===== src/rtl/mem_initiator_if.sv =====
// rtl/mem_initiator_if.sv - host request and memory-side handshake bundle for mem_initiator
interface mem_initiator_if #(
    parameter int LEN_W = 4
);
    logic             req_valid;
    logic             req_write;
    logic [LEN_W-1:0] req_len;
    logic             req_ready;
    logic             select;
    logic             op;
    logic             valid_in;
    logic             rw_in;
    logic             err_clear;
    logic             done;
    logic             error;
    logic             busy;
    logic [LEN_W:0]   beat_count;

    modport slave (
        input  req_valid, req_write, req_len, valid_in, rw_in, err_clear,
        output req_ready, select, op, done, error, busy, beat_count
    );

    modport master (
        output req_valid, req_write, req_len, valid_in, rw_in, err_clear,
        input  req_ready, select, op, done, error, busy, beat_count
    );
endinterface


===== src/rtl/mem_initiator.sv =====
// rtl/mem_initiator.sv - burst initiator driving select/op toward a memory-side fsm
module mem_initiator #(
    parameter int TIMEOUT_CYCLES = 15,
    parameter int LEN_W          = 4
) (
    input  logic            clk,
    input  logic            rst_n,
    mem_initiator_if.slave  bus
);
    localparam int TMO_W = $clog2(TIMEOUT_CYCLES + 1);

    localparam logic [2:0] S_IDLE    = 3'd0;
    localparam logic [2:0] S_SETUP   = 3'd1;
    localparam logic [2:0] S_ACCESS  = 3'd2;
    localparam logic [2:0] S_RELEASE = 3'd3;
    localparam logic [2:0] S_FAULT   = 3'd4;

    logic [2:0]       state_q;
    logic             wr_q;
    logic [LEN_W-1:0] len_q;
    logic [LEN_W:0]   beat_q;
    logic [TMO_W-1:0] tmo_q;

    logic [LEN_W:0]   beat_inc;
    logic [LEN_W:0]   burst_beats;
    logic [TMO_W-1:0] tmo_inc;

    // One extra bit so a maximum-length burst reaches 2^LEN_W without wrapping.
    assign beat_inc    = beat_q + (LEN_W+1)'(1);
    assign burst_beats = {1'b0, len_q} + (LEN_W+1)'(1);
    assign tmo_inc     = tmo_q + TMO_W'(1);

    always_ff @(posedge clk or negedge rst_n) begin
        if (!rst_n) begin
            state_q <= S_IDLE;
            wr_q    <= 1'b0;
            len_q   <= '0;
            beat_q  <= '0;
            tmo_q   <= '0;
        end else begin
            case (state_q)
                S_IDLE: begin
                    if (bus.req_valid) begin
                        wr_q    <= bus.req_write;
                        len_q   <= bus.req_len;
                        beat_q  <= '0;
                        tmo_q   <= '0;
                        state_q <= S_SETUP;
                    end
                end
                S_SETUP: state_q <= S_ACCESS;
                S_ACCESS: begin
                    if (bus.valid_in) begin
                        if (bus.rw_in == wr_q) begin
                            beat_q <= beat_inc;
                            tmo_q  <= '0;
                            if (beat_inc == burst_beats) begin
                                state_q <= S_RELEASE;
                            end
                        end else begin
                            state_q <= S_FAULT;
                        end
                    end else begin
                        tmo_q <= tmo_inc;
                        if (tmo_inc == TMO_W'(TIMEOUT_CYCLES)) begin
                            state_q <= S_FAULT;
                        end
                    end
                end
                S_RELEASE: state_q <= S_IDLE;
                S_FAULT: begin
                    if (bus.err_clear) begin
                        state_q <= S_IDLE;
                    end
                end
                default: state_q <= S_IDLE;
            endcase
        end
    end

    // Outputs decode only registered state, so reset drops select immediately.
    assign bus.req_ready  = (state_q == S_IDLE);
    assign bus.select     = (state_q == S_SETUP) || (state_q == S_ACCESS);
    assign bus.op         = (state_q == S_ACCESS) && wr_q;
    assign bus.done       = (state_q == S_RELEASE);
    assign bus.error      = (state_q == S_FAULT);
    assign bus.busy       = (state_q != S_IDLE);
    assign bus.beat_count = beat_q;
endmodule


===== src/flat_wrapper.sv =====
// flat-port wrapper written by rule: the top's interface ports become plain ports
module mem_initiator_flat 
#(
    parameter int TIMEOUT_CYCLES = 15,
    parameter int LEN_W          = 4
)
  (clk, rst_n, bus_req_valid, bus_req_write, bus_req_len, bus_valid_in, bus_rw_in, bus_err_clear, bus_req_ready, bus_select, bus_op, bus_done, bus_error, bus_busy, bus_beat_count);
  mem_initiator_if #(.LEN_W(LEN_W)) bus_i ();
  input  logic clk;
  input  logic rst_n;
  input wire logic [$bits(bus_i.req_valid)-1:0] bus_req_valid;
  input wire logic [$bits(bus_i.req_write)-1:0] bus_req_write;
  input wire logic [$bits(bus_i.req_len)-1:0] bus_req_len;
  input wire logic [$bits(bus_i.valid_in)-1:0] bus_valid_in;
  input wire logic [$bits(bus_i.rw_in)-1:0] bus_rw_in;
  input wire logic [$bits(bus_i.err_clear)-1:0] bus_err_clear;
  output wire logic [$bits(bus_i.req_ready)-1:0] bus_req_ready;
  output wire logic [$bits(bus_i.select)-1:0] bus_select;
  output wire logic [$bits(bus_i.op)-1:0] bus_op;
  output wire logic [$bits(bus_i.done)-1:0] bus_done;
  output wire logic [$bits(bus_i.error)-1:0] bus_error;
  output wire logic [$bits(bus_i.busy)-1:0] bus_busy;
  output wire logic [$bits(bus_i.beat_count)-1:0] bus_beat_count;
  assign bus_i.req_valid = bus_req_valid;
  assign bus_i.req_write = bus_req_write;
  assign bus_i.req_len = bus_req_len;
  assign bus_i.valid_in = bus_valid_in;
  assign bus_i.rw_in = bus_rw_in;
  assign bus_i.err_clear = bus_err_clear;
  assign bus_req_ready = bus_i.req_ready;
  assign bus_select = bus_i.select;
  assign bus_op = bus_i.op;
  assign bus_done = bus_i.done;
  assign bus_error = bus_i.error;
  assign bus_busy = bus_i.busy;
  assign bus_beat_count = bus_i.beat_count;
  mem_initiator #(.TIMEOUT_CYCLES(TIMEOUT_CYCLES), .LEN_W(LEN_W)) u_core (.clk(clk), .rst_n(rst_n), .bus(bus_i));
endmodule

===== config.mk =====
export PLATFORM = sky130hd
export DESIGN_NAME = mem_initiator_flat
export DESIGN_NICKNAME = d
export VERILOG_FILES = /design/src/rtl/mem_initiator_if.sv /design/src/rtl/mem_initiator.sv /design/src/flat_wrapper.sv
export SDC_FILE = /design/constraint.sdc
export NUM_CORES = 1
export LEC_CHECK = 0
export ABC_AREA = 1
export BUFFER_PORTS_ARGS = -buffer_cell sky130_fd_sc_hd__buf_2
export CAP_MARGIN = 25
export CORE_UTILIZATION = 25
export DETAILED_ROUTE_END_ITERATION = 16
export PLACE_DENSITY = 0.51
export RECOVER_POWER = 50
export SYNTH_ARGS = -nofsm -noshare
export SYNTH_HDL_FRONTEND = slang
export SYNTH_SLANG_ARGS = --single-unit

===== constraint.sdc =====
create_clock -name clk -period 1.5 [get_ports clk]
set_clock_uncertainty 0.2 [all_clocks]
set_input_delay 0.15 -clock clk [delete_from_list [all_inputs] [get_ports clk]]
set_output_delay 0.15 -clock clk [all_outputs]
set_load 0.05 [all_outputs]

==> results.py <==
metrics = {
    "timing": {
        "fin_ws_ps": -138,
        "post-route-period-util_pct": 109,
        "setup_viol": 19,
        "tightest_slew_ps": 439,
        "slew_viol_final": 0,
        "rsz0062_at_grt": "true",
        "hold_slack_ps": 95.8,
        "fmax_mhz": 610,
        "hold_viol": 0,
        "slew_headroom_pct": 70.7,
        "layout_min_cycle_time_ps": 1640,
        "fin_setup_tns_ps": -1440,
    },
    "setup_path": {
        "cp-startpoint": "u_core.state_q[0]",
        "crit_path_max_fanout": 5,
        "end_kind": "register",
        "reg2reg_depth": 10,
        "crit_path_start_kind": "register",
        "r2r-start": "u_core.state_q[0]",
        "required_ps": 1480,
        "crit_arrival_ps": 1620,
        "crit_type": "reg -> reg",
        "r2r_slack_ps": -140,
    },
    "final_layout": {
        "final_common_cell": "nand2_1",
        "nets": 225,
        "final_cell_mix": "nand2_1, inv_1, buf_4",
        "design_area_um2": 1870,
        "antennaDiodeCount": 0,
        "area_growth_pct": 73.4,
        "post-route-util_pct": 46.1,
        "fillers": 386,
        "drive_above_1_share_pct": 46.9,
    },
    "clock_tree": {
        "cts_inserted_buffers": 3,
        "htree_levels": 1,
        "cts.sinks": 17,
        "insertion_delay_ps": 250,
        "clock_tree.root_cell": "clkbuf_8",
        "clk_pin_slew_ps": 70,
        "cts_tree": "built",
        "clockBufferDepth": 2,
    },
    "global_route": {
        "grt.overflow.total": 0,
        "antenna_found_initial": 0,
        "grt_pass1_wl_um": 4360,
        "grt_max_degree": 18,
        "grt_pass1_vias": 1045,
        "grt_usage_pct": 13.0,
    },
    "floorplan": {
        "num_io_pins": 22,
        "fp.coreArea_um2": 4060,
        "fp.dieH_um": 67.7,
        "die_area_um2": 4580,
        "std_cell_rows": 23,
        "initial_core_util_pct": 26.6,
        "die_width_um": 67.7,
    },
    "power": {
        "p_switching_w": 0.00176,
        "swShare_pct": 47.0,
        "ir_worst_vdd_mv": 1.03,
        "combPwrFrac_pct": 71.7,
        "power_w": 0.00374,
        "power.density_nw_per_um2": 2000,
        "internal-power_w": 0.00198,
        "leakage_nw": 0.916,
        "clock_power_share_pct": 9.5,
        "seqPwrFrac_pct": 18.8,
    },
    "drt": {
        "post_drt_wl_per_cell_um": 10.8,
        "antenna_left": 0,
        "drtIter0Drc": 15,
        "drcViolationCount": 0,
        "wl_um": 2800,
        "vias": 1122,
        "viasPerCell": 4.33,
        "drt_first_pass_iters": 4,
    },
    "placed_design": {
        "placed_area_um2": 1430,
        "gp_congestion": 0.812,
        "io_buffers": 21,
        "hpwl_um": 1910,
    },
    "logic_synthesis": {
        "synthCells": 148,
        "synth_area_um2": 1080,
        "syn_area_per_cell_um2": 7.29,
        "syn_nets": 163,
        "yosysUniqueCellTypes": 24,
        "ys_seq_area_share_pct": 39.4,
        "synth.ff_latch_count": 17,
        "yosys_warnings": 0,
    },
    "worst_hold_path": {
        "hold_class": "in -> reg",
        "hold_depth": 3,
        "holdCritStartpoint": "bus_req_valid",
    },
    "status": {
        "violations": "setup timing",
        "status": "finished with violations",
    },
    "run": {
        "cap_violations": 0,
    },
}
[path summary, 6_finish.rpt]
check	end
max	u_core.bus.beat_count[1]
min	u_core.len_q[1]
max reg2reg	u_core.bus.beat_count[1]
min reg2reg	u_core.tmo_q[2]
max in group asynchronous	u_core.bus.beat_count[1]
min in group asynchronous	u_core.len_q[3]
[worst max-delay path, stage by stage (launching register included)]
cell and delay, ps:
dfrtp_1 400, inv_2 90, nand2_4 80, nor2_4 190, inv_4 40, or2_4 270, nand2_8 100, a21oi_4 60
inv_2 60, nand2_2 40, o21ai_2 40
[synthesized netlist by cell type, drive strengths merged]
cell type | number | area (um2)
nor3 | 2 | 10.0
o31ai | 1 | 7.51
mux2 | 1 | 11.3
xnor2 | 1 | 8.76
inv | 27 | 101
o22ai | 2 | 12.5
a21oi | 6 | 33.8
ha | 4 | 50.1
xor2 | 2 | 17.5
or2 | 1 | 8.76
o21ai | 7 | 38.8
nand3 | 11 | 60.1
nand4 | 2 | 12.5
nand2 | 44 | 180
a31oi | 1 | 6.26
nor2 | 19 | 93.8
dfrtp | 17 | 425
[stage by stage]
step	worst slack, ps	instances
2_1_floorplan	-361	148
3_3_place_gp	-89.2	240
3_5_place_dp	-100	240
4_1_cts	-95.4	258
5_1_grt	-226	259
6_report	-138	259
[what timing repair did]
action,CTS,global route
endpoints found under the setup margin,20,23
hold buffers,8,0
resized for setup,34,33
pin swaps,8,12
hold endpoints to repair,24,0
setup buffers,6,1
[routing by layer]
layer | wire, um | vias to the layer above | track usage, % | share of wire, %
met2 | 1510 | 14 | 22.9 | 54
met1 | 1210 | 515 | 15.7 | 43
met3 | 46 | 4 | 1.52 | 1.6
met4 | 37 | 0 | 5.59 | 1.3
li1 | - | 589 | - | -
met5 | 0 | - | 0 | 0
[cell families (layout without fill, tap and decap cells)]
kind of cell	after synthesis	in the layout	share of synthesized area, %
compound gates	17	17	9.17
xor+xnor	3	3	2.44
fa+ha+maj	4	4	4.64
flops	17	17	39.4
buf+inv	27	88	9.40
simple gates	79	79	33.9
mux	1	1	1.04
[layout make-up]
class,instances,area [um2],share of cell area [%]
multi-input combinational,104,747,39.9
tap,50,62.6,3.34
timing repair buffer,57,482,25.8
inverter,27,106,5.69
clock buffer,4,45.0,2.41
sequential,17,428,22.9
[power by group through the flow]
stage	Combinational, W	Sequential (W)	Clock (W)
2_1_floorplan	0.00118	0.000760	0
3_3_place_gp	0.00186	0.000687	0
3_5_place_dp	0.00186	0.000691	0
4_1_cts	0.00235	0.000700	0.000370
5_1_grt	0.00293	0.000725	0.000392
6_report	0.00268	0.000705	0.000355
[registers in the layout, indices dropped and copies added (netlist names)]
name / count
u_core.tmo_q: 4
u_core.state_q: 3
u_core.wr_q: 1
u_core.bus.beat_count: 5
u_core.len_q: 4
No activity file was read; power rests on OpenSTA's default activity.
